===== src/rtl/alu_op_sequencer.sv =====
// Registered, back-pressurable wrapper around a combinational ALU: command in, result + flags out.
// Optional ALU_SEQ_CHAIN_EN adds cmd_chain_i to feed the last captured result back as operand A.
module alu_op_sequencer #(
  parameter int unsigned N = 4
) (
  input  logic         clk_i,
  input  logic         rst_i,
  input  logic         cmd_valid_i,
  output logic         cmd_ready_o,
  input  logic [3:0]   cmd_sel_i,
  input  logic [N-1:0] cmd_a_i,
  input  logic [N-1:0] cmd_b_i,
`ifdef ALU_SEQ_CHAIN_EN
  input  logic         cmd_chain_i,
`endif
  output logic [N-1:0] alu_a_o,
  output logic [N-1:0] alu_b_o,
  output logic [3:0]   alu_sel_o,
  input  logic [N-1:0] alu_out_i,
  input  logic         alu_z_i,
  input  logic         alu_o_i,
  input  logic         alu_ca_i,
  input  logic         alu_neg_i,
  output logic         res_valid_o,
  input  logic         res_ready_i,
  output logic [N-1:0] res_data_o,
  output logic         res_z_o,
  output logic         res_o_o,
  output logic         res_ca_o,
  output logic         res_neg_o,
  output logic [7:0]   ops_done_o
);

  typedef enum logic [1:0] {StIdle, StExec, StHold} state_e;

  state_e       state_q;
  logic [N-1:0] alu_a_q, alu_b_q, res_data_q;
  logic [3:0]   alu_sel_q;
  logic         res_valid_q, res_z_q, res_o_q, res_ca_q, res_neg_q;
  logic [7:0]   ops_done_q;
  logic [N-1:0] a_src;

  // Only combinational input-to-output path: ready follows res_ready_i while holding a result.
  assign cmd_ready_o = (state_q == StIdle) || ((state_q == StHold) && res_ready_i);

`ifdef ALU_SEQ_CHAIN_EN
  assign a_src = cmd_chain_i ? res_data_q : cmd_a_i;
`else
  assign a_src = cmd_a_i;
`endif

  always_ff @(posedge clk_i or posedge rst_i) begin
    if (rst_i) begin
      state_q     <= StIdle;
      alu_a_q     <= '0;
      alu_b_q     <= '0;
      alu_sel_q   <= '0;
      res_data_q  <= '0;
      res_valid_q <= 1'b0;
      res_z_q     <= 1'b0;
      res_o_q     <= 1'b0;
      res_ca_q    <= 1'b0;
      res_neg_q   <= 1'b0;
      ops_done_q  <= '0;
    end else begin
      unique case (state_q)
        StIdle: begin
          if (cmd_valid_i) begin
            alu_a_q   <= a_src;
            alu_b_q   <= cmd_b_i;
            alu_sel_q <= cmd_sel_i;
            state_q   <= StExec;
          end
        end
        StExec: begin
          res_data_q  <= alu_out_i;
          res_z_q     <= alu_z_i;
          res_o_q     <= alu_o_i;
          res_ca_q    <= alu_ca_i;
          res_neg_q   <= alu_neg_i;
          res_valid_q <= 1'b1;
          state_q     <= StHold;
        end
        StHold: begin
          if (res_ready_i) begin
            ops_done_q  <= ops_done_q + 8'd1;
            res_valid_q <= 1'b0;
            if (cmd_valid_i) begin
              alu_a_q   <= a_src;
              alu_b_q   <= cmd_b_i;
              alu_sel_q <= cmd_sel_i;
              state_q   <= StExec;
            end else begin
              state_q <= StIdle;
            end
          end
        end
        default: state_q <= StIdle;
      endcase
    end
  end

  assign alu_a_o     = alu_a_q;
  assign alu_b_o     = alu_b_q;
  assign alu_sel_o   = alu_sel_q;
  assign res_valid_o = res_valid_q;
  assign res_data_o  = res_data_q;
  assign res_z_o     = res_z_q;
  assign res_o_o     = res_o_q;
  assign res_ca_o    = res_ca_q;
  assign res_neg_o   = res_neg_q;
  assign ops_done_o  = ops_done_q;

endmodule

===== config.mk =====
export PLATFORM = sky130hd
export DESIGN_NAME = alu_op_sequencer
export DESIGN_NICKNAME = d
export VERILOG_FILES = /design/src/rtl/alu_op_sequencer.sv
export SDC_FILE = /design/constraint.sdc
export NUM_CORES = 1
export LEC_CHECK = 0
export CAP_MARGIN = 20
export CORE_UTILIZATION = 46
export CTS_BUF_LIST = sky130_fd_sc_hd__clkbuf_4 sky130_fd_sc_hd__clkbuf_8
export DETAILED_ROUTE_END_ITERATION = 8
export GPL_TIMING_DRIVEN = 0
export PLACE_DENSITY = 0.89
export SLEW_MARGIN = 20
export SYNTH_ARGS = -nofsm -noshare
export SYNTH_HDL_FRONTEND = slang
export SYNTH_SLANG_ARGS = --single-unit

===== constraint.sdc =====
create_clock -name clk_i -period 2.6 [get_ports clk_i]
set_input_delay 0.65 -clock clk_i [delete_from_list [all_inputs] [get_ports clk_i]]
set_output_delay 0.65 -clock clk_i [all_outputs]
set_load 0.01 [all_outputs]

; After elaboration in Yosys (flattened, before gate mapping)
; Index checks and enable logic that the tools add are counted.
[op_classes]
addsub = 1
n_mul = 0
n_div = 0
n_lt_le_gt_ge = 0
eq_ne = 4
shift = 0
muxes = 15
bitwise = 0
reduce_logical = 9
[op_table]
columns = cell, count
row1 = 2-to-1 mux 4 bit, 6
row2 = case mux 4 bit (2 select lines), 3
row3 = "adder 8 x 1 -> 8 bit, second input constant", 1
row4 = AND reduction 2 bit, 4
row5 = case mux 2 bit (3 select lines), 1
row6 = 2-to-1 mux 2 bit, 2
row7 = "inequality test 2 bit, second input constant", 2
row8 = nonzero test 2 bit, 2
row9 = "equality test 2 x 1 -> 1 bit, second input constant", 1
row10 = "equality test 2 bit, second input constant", 1
row11 = logical NOT 2 bit, 1
row12 = 2-to-1 mux 1 bit, 2
row13 = case mux 1 bit (2 select lines), 1
row14 = logical AND 1 bit, 1
row15 = logical OR 1 bit, 1
[word_totals]
regBits = 31
latchBits = 0
mem_bits_rw = 0
romBits = 0
inputBits = 24
output_inout_bits = 30
mem_count = 0

; Longest topological paths before layout
; Gate-level depths: netlist (run 1).
[logic_depth]
depth_word = 3
ltp_mapped = 4
ltp_nobuf = 4

; Worst setup path before layout (run 1)
; OpenSTA, ideal clock, no wires.
[synth_timing]
path_type = input to register
startpoint = input res_ready_i
endpoint = register alu_a_q[0], in the netlist alu_a_o[0]
arrival_time_ps = 1408
required_time_ps = 2475
setup_slack_ps = 1067
stages = 4
path_buffers = 1
cell_sequence = nor2b_4 -> nor3b_4 -> buf_6 -> mux2_4
[synth_via]
elab_chain_cells = 2
[synth_rtl]
columns = element, line_no
row1 = "start, declared", 25  ; input logic res_ready_i,
row2 = inequality test 2 bit (no source line), n/a
row3 = AND reduction 2 bit (no source line), n/a
row4 = "end signal, assigned", 69  ; alu_a_q <= a_src;
row5 = "end signal, assigned", 89  ; alu_a_q <= a_src;
row6 = "end, declared", 37  ; logic [N-1:0] alu_a_q, alu_b_q, res_data_q;
; Every way passes these cells.
; A chain may end at the register's enable or synchronous reset.

; Final worst setup path (run 1)
[layout_timing]
startpoint = register state_q[1]
endpoint = output cmd_ready_o
[layout_via]
elab_chain_cells = 3
[layout_rtl]
columns = element, line_no
row1 = "start, declared", 36  ; state_e state_q;
row2 = "start signal, assigned", 54  ; state_q <= StIdle;
row3 = "start signal, assigned", 72  ; state_q <= StExec;
row4 = "start signal, assigned", 82  ; state_q <= StHold;
row5 = equality test 2 bit, 44  ; assign cmd_ready_o = (state_q == StIdle) || ((state_q == StHold) && res_ready_i);
row6 = logical AND 1 bit, 44
row7 = logical OR 1 bit (*), 44
row8 = "end, declared", 9  ; output logic cmd_ready_o,
; Every way passes the cells marked *; elsewhere a longest branch is shown, timed or not.

==> impl_metrics.tcl, run 1 <==
set metrics [dict create \
    synth_fp_nets 105 \
    rsz0062_at_grt "false" \
    htree_levels 2 \
    reg2reg_depth 4 \
    post_cts_buffers 0 \
    hold_class "flip-flop to flip-flop" \
    synth_top_cell_by_area "dfrtp_1" \
    synth.area.top_cells "dfrtp_1, mux2_4, mux2_2, xor2_1, xnor2_1" \
    cts_root_buffer "clkbuf_4" \
    fmax_mhz 455.8 \
    via_per_inst 4.872 \
    clock_latency_ns 0.32 \
    antenna_left 0 \
    p_per_area_nw_per_um2 873.1 \
    syn_area_per_cell_sq_um 15.80 \
    finalNetCount 166 \
    vias 838 \
    peakVddDrop_mv 0.6429 \
    post_drt_wl_per_cell_um 13.18 \
    ys_seq_area_share_pct 61.39 \
    timing.slew.headroom_pct 54.87 \
    syn_inst 80 \
    first_pass_iters 2 \
    cp-start-kind "flip-flop" \
    worstSetupEndpointType "output port" \
    yosysMostFrequentCell "dfrtp_1" \
    synth_ff_type "dfrtp_1" \
    grt_max_degree 19 \
    clock_sinks 31 \
    power_leakage_nw 0.8567 \
    maxCapViolations 0 \
    critPathLaunch "state_q[1]$_DFFE_PP0P_" \
    initialDrtViolationCount 7 \
    r2r-start "state_q[1]$_DFFE_PP0P_" \
    gp_congestion 0.7412 \
    grt_pass1_wl_um 3601 \
    grt-ovfl-total 0 \
    crit_chain "nor2b_4 -> nor2_1 -> clkdlybuf4s50_1" \
    io_buffers 53 \
    grt_pass1_vias 806 \
    ys_warn_count 0 \
    drive_above_1_share_pct 23.94 \
    netlist_area_sq_um 1264 \
    status "complete, no violations" \
    wirelength_um 2267 \
    critPathArrivalTime_ns 1.54 \
    ys_top_cells_by_count "dfrtp_1, mux2_2, mux2_4, xor2_1" \
    die_w_um 54.42 \
    cpMaxStageDelayCell "clkdlybuf4s50_1" \
    syn2layout_area_growth_pct 52.08 \
    seq_power_share_pct 43.4 \
    finalClockSkew_ns 0.003648 \
    cts_buffers 5 \
    yosysUniqueCellTypes 21 \
    antennaDiodeCount 0 \
    setup_viol 0 \
    cts_tree "built" \
    p_clk_share_pct 19.1 \
    fin_crit_ns 2.194 \
    slew_viol_final 0 \
    p_int_mw 1.215 \
    dp_hpwl_um 1762 \
    clk_pin_slew_ns 0.09 \
    synth_top_area_share_pct 61.39 \
    holdWs_ns 0.4755 \
    critPathMaxFanout 4 \
    pwr-share-comb_pct 37.5 \
    clockBufferDepth 2 \
    dieHeight_um 54.42 \
    route.detailed.drc 0 \
    post-route-util_pct 75.52 \
    antenna_found_initial 0 \
    synth_edf_count 0 \
    io_pins 54 \
    tightest_slew_ns 0.6761 \
    hold_viol 0 \
    min_period_over_period_pct 84.38 \
    start_util_pct 49.66 \
    ys_ff_latch 31 \
    whs_path_depth 1 \
    crit_type "flip-flop to output port" \
    power_switching_mw 0.4633 \
    worstHoldStart "ops_done_o[7]$_DFFE_PP0P_" \
    async_flop_share_pct 100.0 \
    row_count 18 \
    switching_share_pct 27.61 \
    coreArea_sq_um 2545 \
    p_total_mw 1.678 \
    die_area_sq_um 2961 \
    tns_ns 0 \
    cpPeakStageDelay_ns 0.54 \
    grt_usage_pct 18.68 \
    cp_data_required_time_ns 1.95 \
]
worst max-delay path, delay by kind of cell (launching register included):
| family | cells | cell delay, ns |
|---|---|---|
| flops | 1 | 0.43 |
| buf+inv | 1 | 0.54 |
| simple gates | 2 | 0.25 |
registers in the layout, indices dropped and copies added, names as in the netlist:
signal,count
res_neg_o,1
alu_b_o,4
res_ca_o,1
res_o_o,1
ops_done_o,8
res_z_o,1
res_valid_o,1
state_q,2
alu_a_o,4
alu_sel_o,4
res_data_o,4
repair_timing:
item | CTS | global route
hold buffers | 0 | 0
resized for setup | 0 | 1
setup endpoints to repair | 0 | 1
area by class of cell:
cell class                      instances  area [sq um]
Fill cell                             174         623.1
Clock buffer                            8         72.57
Tap cell                               30         37.54
Sequential cell                        31         775.7
Inverter                                2         7.507
Multi-Input combinational cell         46         469.2
Timing Repair Buffer                   54         548.0
Buffer                                  1         11.26
metrics by stage:
step	area [sq um]	std cells	worst slack, ns
after floorplan	1264	80	1.067
after global placement	1832	163	0.008680
after detailed placement	1847	164	0.02218
after CTS	1919	172	0.01737
after global routing	1922	172	0.3046
final	1922	172	0.4061
metal layers:
| metal | track usage (%) | up-vias | wire length [um] |
|---|---|---|---|
| met5 | 0 | - | 0 |
| met4 | 14.10 | 0 | 63 |
| met3 | 6.944 | 8 | 212 |
| met2 | 28.66 | 45 | 1069 |
| met1 | 20.97 | 386 | 921 |
| li1 | - | 399 | - |
layout by cell type, fill, tap and decap left out, drive strengths merged:
master and n:
dfrtp 31, nor2b 1, nor2 3, clkbuf 8, o21a 1, clkdlybuf4s50 52
buf 2, nor3b 1, nor3 2, a21o 1, ha 1, nand3b 1
and3 1, xor2 4, nand2 1, nand4 1, nand3 3, and4b 1
xnor2 3, mux2 21, inv 2, dlymetal6s2s 1
final timing paths:
kind,end,slack [ns]
max,cmd_ready_o,0.41
max reg2reg,alu_a_o[1]$_DFFE_PP0P_,1.10
min reg2reg,ops_done_o[7]$_DFFE_PP0P_,0.48
min,ops_done_o[7]$_DFFE_PP0P_,0.48
max in group asynchronous,res_neg_o$_DFFE_PP0P_,1.35
min in group asynchronous,alu_sel_o[1]$_DFFE_PP0P_,0.72
logic make-up after synthesis:
family,Yosys count,synth area share (%)
compound gates,2,1.189
mux,21,21.39
simple gates,15,8.713
buf+inv,3,1.485
flops,31,61.39
xor+xnor,7,4.852
fa+ha+maj,1,0.9899
power by group through the flow:
stage | Combinational (mW) | Sequential, mW | Clock (mW)
after global routing | 0.678 | 0.753 | 0.362
final | 0.630 | 0.728 | 0.320
after floorplan | 0.217 | 0.796 | 0
after CTS | 0.641 | 0.732 | 0.334
after detailed placement | 0.640 | 0.739 | 0
after global placement | 0.622 | 0.735 | 0
Note: power is estimated with default switching activity, not from simulation.
==> run 2: changes to the inputs <==
--- a/config.mk
+++ b/config.mk
@@ -6,11 +6,11 @@
 export NUM_CORES = 1
 export LEC_CHECK = 0
 export CAP_MARGIN = 20
-export CORE_UTILIZATION = 46
+export CORE_UTILIZATION = 39
 export CTS_BUF_LIST = sky130_fd_sc_hd__clkbuf_4 sky130_fd_sc_hd__clkbuf_8
 export DETAILED_ROUTE_END_ITERATION = 8
 export GPL_TIMING_DRIVEN = 0
-export PLACE_DENSITY = 0.89
+export PLACE_DENSITY = 0.81
 export SLEW_MARGIN = 20
 export SYNTH_ARGS = -nofsm -noshare
 export SYNTH_HDL_FRONTEND = slang
==> constraint.sdc (replaced) <==
create_clock -name clk_i -period 2 [get_ports clk_i]
set_input_delay 0.5 -clock clk_i [delete_from_list [all_inputs] [get_ports clk_i]]
set_output_delay 0.5 -clock clk_i [all_outputs]
set_load 0.01 [all_outputs]
==> run 2 against run 1 <==
Against the previous run:
- clock power increased by 35%
- sequential cell count unchanged
- core utilization decreased by 11 points
- sequential power increased by 30%
- critical endpoint is now ops_done_o[3]
- highest routed layer unchanged
==> impl_metrics.tcl, run 2 (same netlist as run 1, synthesis figures left out) <==
set metrics [dict create \
    cts_tree "built" \
    dr_wl_met3_um 128 \
    grt_max_degree 20 \
    holdWs_ns 0.4748 \
    vias 869 \
    drt-met1-wl_um 1055 \
    io_buffers 53 \
    hold_viol 0 \
    top_layer_used "met4" \
    grt-ovfl-total 0 \
    start_util_pct 41.39 \
    fin_area_sq_um 1954 \
    drive_above_1_share_pct 24.48 \
    antenna_left 0 \
    cts_root_buffer "clkbuf_4" \
    tightest_slew_ns 0.5362 \
    routed-wl-met2_um 1304 \
    antennaDiodeCount 0 \
    dieHeight_um 58.93 \
    peakVddDrop_mv 0.5741 \
    antenna_found_initial 0 \
    tns_ns 0 \
    worstSetupEndpointType "output port" \
    crit_type "flip-flop to output port" \
    finalNetCount 167 \
    maxCapViolations 0 \
    clk_pin_slew_ns 0.09 \
    cp_data_required_time_ns 1.50 \
    multiInputGateArea_sq_um 469.2 \
    row_count 20 \
    grt_usage_pct 17.71 \
    crit_chain "clkdlybuf4s50_1" \
    syn2layout_area_growth_pct 54.65 \
    fillers 257 \
    status "complete, no violations" \
    htree_levels 2 \
    clock_sinks 31 \
    cts_buffers 5 \
    die_w_um 58.93 \
    slew_viol_final 0 \
    dp_hpwl_um 1991 \
    cp.buffers_inverters 1 \
    route.detailed.drc 0 \
    fin_crit_ns 1.868 \
    regArea_sq_um 775.7 \
    post-route-util_pct 64.02 \
    rsz0062_at_grt "false" \
    final_cell_mix "clkdlybuf4s50_1, dfrtp_1, mux2_2" \
    largest_reg_flops 8 \
    critical-path-top-delay-family "buffers and inverters" \
    cpMaxStageDelayCell "clkdlybuf4s50_1" \
    final_common_cell "clkdlybuf4s50_1" \
    initialDrtViolationCount 15 \
    die_area_sq_um 3472 \
    via_per_inst 4.647 \
    gp_congestion 0.8620 \
    critPathArrivalTime_ns 1.37 \
    coreArea_sq_um 3053 \
    io_pins 54 \
    cts_hold_buf 0 \
    hold_class "flip-flop to flip-flop" \
    clockBufferDepth 2 \
    first_pass_iters 4 \
    critPathMaxFanout 6 \
    dpl_cell_area_sq_um 1877 \
    wirelength_um 2572 \
    setup_viol 0 \
    post_drt_wl_per_cell_um 13.75 \
    p_per_area_nw_per_um2 1135 \
    cpPeakStageDelay_ns 0.58 \
    clock_latency_ns 0.33 \
    grt_pass1_wl_um 4271 \
    power_leakage_nw 0.8599 \
    fmax_mhz 535.2 \
    cp-start-kind "flip-flop" \
    grt_pass1_vias 927 \
    finalClockSkew_ns 0.004025 \
    timing.slew.headroom_pct 64.22 \
    min_period_over_period_pct 93.42 \
]
-- run 2: changes by cell type in the layout (fill, tap and decap cells not counted) --
cell             before  now
dlygate4sd2_1         0    2
dlymetal6s2s_1        1    0
buf_8                 1    0
clkdlybuf4s50_1      52   51
buf_16                0    1
buf_4                 0    1
-- run 2: layout make-up --
| type | instances | share of cell area [%] |
|---|---|---|
| sequential | 31 | 39.69 |
| inverter | 2 | 0.3841 |
| multi-input combinational | 46 | 24.01 |
| tap | 44 | 2.817 |
| clock buffer | 8 | 3.713 |
| timing repair buffer | 55 | 28.81 |
| buffer | 1 | 0.5762 |
-- run 2: what timing repair did --
item | in CTS | in global routing
setup buffers | 1 | 0
setup endpoints to repair | 1 | 0
gates resized for setup | 2 | 0
-- run 2: power breakdown --
group	internal [mW]	switching [mW]	leakage (nW)
logic	0.550	0.289	0.444
clock network	0.220	0.211	0.0420
registers	0.812	0.136	0.374
total	1.58	0.635	0.860
-- run 2: per-stage QoR --
stage / instances / worst slack [ns] / power (mW)
5_1_grt: 187 / 0.07499 / 2.355
4_1_cts: 187 / 0.1323 / 2.246
3_5_place_dp: 178 / -0.2742 / 1.811
6_report: 187 / 0.1315 / 2.217
3_3_place_gp: 177 / -0.2840 / 1.766
2_1_floorplan: 80 / 0.5959 / 1.316
-- run 2: metal layers --
metal  up-vias  GRT usage, %
met3         8         3.956
met2        35         28.57
li1        409             -
met5         -             0
met1       417         21.01
met4         0         12.24
-- run 2: final timing paths --
kind / startpoint / end / slack, ns / cells after the start
max: ops_done_o[3]$_DFFE_PP0P_ / ops_done_o[3] / 0.13 / 1
min: ops_done_o[7]$_DFFE_PP0P_ / ops_done_o[7]$_DFFE_PP0P_ / 0.47 / 1
max reg2reg: state_q[1]$_DFFE_PP0P_ / alu_sel_o[3]$_DFFE_PP0P_ / 0.55 / 4
min reg2reg: ops_done_o[7]$_DFFE_PP0P_ / ops_done_o[7]$_DFFE_PP0P_ / 0.47 / 1
max in group asynchronous: rst_i / res_neg_o$_DFFE_PP0P_ / 1.02 / 3
min in group asynchronous: rst_i / ops_done_o[2]$_DFFE_PP0P_ / 0.50 / 2
==> run 3: changes to the inputs <==
--- a/config.mk
+++ b/config.mk
@@ -5,12 +5,13 @@
 export SDC_FILE = /design/constraint.sdc
 export NUM_CORES = 1
 export LEC_CHECK = 0
+export ABC_AREA = 1
 export CAP_MARGIN = 20
 export CORE_UTILIZATION = 39
 export CTS_BUF_LIST = sky130_fd_sc_hd__clkbuf_4 sky130_fd_sc_hd__clkbuf_8
 export DETAILED_ROUTE_END_ITERATION = 8
 export GPL_TIMING_DRIVEN = 0
-export PLACE_DENSITY = 0.81
+export PLACE_DENSITY = 0.8
 export SLEW_MARGIN = 20
 export SYNTH_ARGS = -nofsm -noshare
 export SYNTH_HDL_FRONTEND = slang
==> run 3 against run 2 <==
Against the previous run:
- clock power up 18%
- synthesized area up 1.2%
- power down 1.5%
- critical path depth unchanged
- synthesized cell count up 78%
- sequential share of layout area up 0.17 points
- via count up 26%
- core utilization down 0.68 points
- maximum frequency up 3.0%
- highest routed layer unchanged
==> impl_metrics.tcl, run 3 <==
set metrics [dict create \
    final_cell_mix "nand2_1, clkdlybuf4s50_1, dfrtp_1" \
    rrSetupSlack_ns 0.73 \
    clock_sinks 31 \
    timing.slew.headroom_pct 58.71 \
    syn_inst 142 \
    clockBufferDepth 2 \
    io_pins 54 \
    cts_hold_buf 0 \
    dp_cells 239 \
    ys_warn_count 0 \
    hold_viol 0 \
    yosysMostFrequentCell "nand2_1" \
    synth_edf_count 0 \
    yosysUniqueCellTypes 19 \
    cts_buffers 5 \
    cp.buffers_inverters 1 \
    cts_root_buffer "clkbuf_4" \
    grt_max_degree 32 \
    slew_viol_final 0 \
    clock_latency_ns 0.33 \
    setup_slack_ns 0.1851 \
    whs_path_depth 1 \
    netlist_area_sq_um 1279 \
    dp_hpwl_um 2017 \
    worstHoldStart "state_q[0]$_DFFE_PP0P_" \
    clk_pin_slew_ns 0.10 \
    hold_end "state_q[1]$_DFFE_PP0P_" \
    status "complete, no violations" \
    antenna_found_initial 0 \
    dieHeight_um 59.26 \
    cp_data_required_time_ns 1.50 \
    post_cts_buffers 0 \
    peakVddDrop_mv 0.6982 \
    synth_top_area_share_pct 60.67 \
    start_util_pct 41.54 \
    synth_fp_nets 167 \
    cts_tree "built" \
    power_leakage_nw 0.9757 \
    tightest_slew_ns 0.6184 \
    multiInputGateArea_sq_um 431.7 \
    place_ws_ns -0.3410 \
    via_per_inst 4.421 \
    ys_seq_area_share_pct 60.67 \
    hold_class "flip-flop to flip-flop" \
    grt_usage_pct 17.37 \
    grt_pass1_wl_um 4409 \
    crit_chain "clkdlybuf4s50_1" \
    crit_type "flip-flop to output port" \
    syn_area_per_cell_sq_um 9.005 \
    cp-start-kind "flip-flop" \
    initialDrtViolationCount 46 \
    final_common_cell "nand2_1" \
    r2r-start "state_q[1]$_DFFE_PP0P_" \
    grt_pass1_vias 1093 \
    antenna_left 0 \
    ys_top_cells_by_count "nand2_1, dfrtp_1, inv_1, nand3_1" \
    io_buffers 53 \
    critical-path-top-delay-family "buffers and inverters" \
    gp_congestion 0.7123 \
    ys_ff_latch 31 \
    worstSetupEndpointType "output port" \
    grt-ovfl-total 0 \
    coreArea_sq_um 3078 \
    critPathArrivalTime_ns 1.31 \
    first_pass_iters 3 \
    cpPeakStageDelay_ns 0.56 \
    die_area_sq_um 3512 \
    reg2reg_depth 4 \
    fmax_mhz 551.0 \
    largest_reg_flops 8 \
    htree_levels 2 \
    synth_ff_type "dfrtp_1" \
    drive_above_1_share_pct 9.360 \
    finalNetCount 227 \
    fin_crit_ns 1.815 \
    route.detailed.drc 0 \
    row_count 20 \
    cpMaxStageDelayCell "clkdlybuf4s50_1" \
    die_w_um 59.26 \
    maxCapViolations 0 \
    rsz0062_at_grt "false" \
    wirelength_um 2609 \
    fillers 290 \
    instances_no_fill 247 \
    setup_viol 0 \
    min_period_over_period_pct 90.74 \
    antennaDiodeCount 0 \
    cts_resized 4 \
    syn2layout_area_growth_pct 52.45 \
    critPathMaxFanout 5 \
    regArea_sq_um 777.0 \
    finalClockSkew_ns 0.008415 \
    timing.rr.end "res_data_o[1]$_DFFE_PP0P_" \
    post_drt_wl_per_cell_um 10.56 \
    synth_top_cell_by_area "dfrtp_1" \
    vias 1092 \
    p_per_area_nw_per_um2 1120 \
    async_flop_share_pct 100.0 \
    synth.area.top_cells "dfrtp_1, nand2_1, inv_1, nand3_1, nand3_4" \
]
## run 3: cell types whose count changed after synthesis, moves of 2 or more
cell,previous run,this run
inv_2,0,2
inv_1,2,12
o21ai_0,0,2
nand2_1,1,75
nor3_1,2,0
xor2_1,4,2
mux2_4,9,0
mux2_2,12,0
## run 3: per-stage QoR
stage	area (sq um)	total power, mW	setup TNS, ns	hold WS [ns]	util [%]
2_1_floorplan	1279	1.243	0	0.4199	-
3_3_place_gp	1864	1.674	-0.3372	0.4244	60.57
3_5_place_dp	1864	1.701	-0.3410	0.4335	60.57
4_1_cts	1949	2.209	0	0.4635	63.33
5_1_grt	1949	2.335	0	0.4842	63.33
6_report	1949	2.184	0	0.4591	63.33
## run 3: area by class of cell
cell class / count / share of cell area [%]
repair buffers: 53 / 27.09
well taps: 44 / 2.824
plain buffers: 2 / 0.9628
clock buffers: 6 / 2.632
clock inverters: 2 / 1.797
inverters: 14 / 2.696
flip-flops and latches: 31 / 39.86
multi-input cells: 95 / 22.14
## run 3: per-layer routing
metal	global-route usage, %	up-vias	wire (um)
li1	-	551	-
met1	17.76	496	1041
met2	30.02	38	1301
met3	8.515	7	220
met4	7.143	0	46
met5	0	-	0
## run 3: logic make-up (layout without fill, tap and decap cells)
kind of cell             Yosys count  count (layout)  share of synthesized area [%]
AO/OA/AOI/OAI                      3               3                          1.174
buffers and inverters             16              77                          5.577
XOR/XNOR                           4               4                          2.740
AND/OR/NAND/NOR                   87              87                          28.87
adder cells (fa/ha/maj)            1               1                         0.9783
flip-flops                        31              31                          60.67
## run 3: worst max path at each step
stage | cells past startpoint | startpoint | slack [ns] | endpoint
detailed placement | 6 | res_ready_i | -0.34 | cmd_ready_o
floorplan | 4 | res_ready_i | 0.79 | cmd_ready_o
CTS | 1 | ops_done_o[3]$_DFFE_PP0P_ | 0.16 | ops_done_o[3]
global route | 4 | state_q[1]$_DFFE_PP0P_ | 0.11 | cmd_ready_o
finish | 1 | ops_done_o[3]$_DFFE_PP0P_ | 0.19 | ops_done_o[3]
global placement | 6 | res_ready_i | -0.34 | cmd_ready_o
## run 3: where the power goes
part,internal (mW),switching (mW)
sequential,0.802,0.129
clock,0.295,0.211
combinational,0.430,0.316
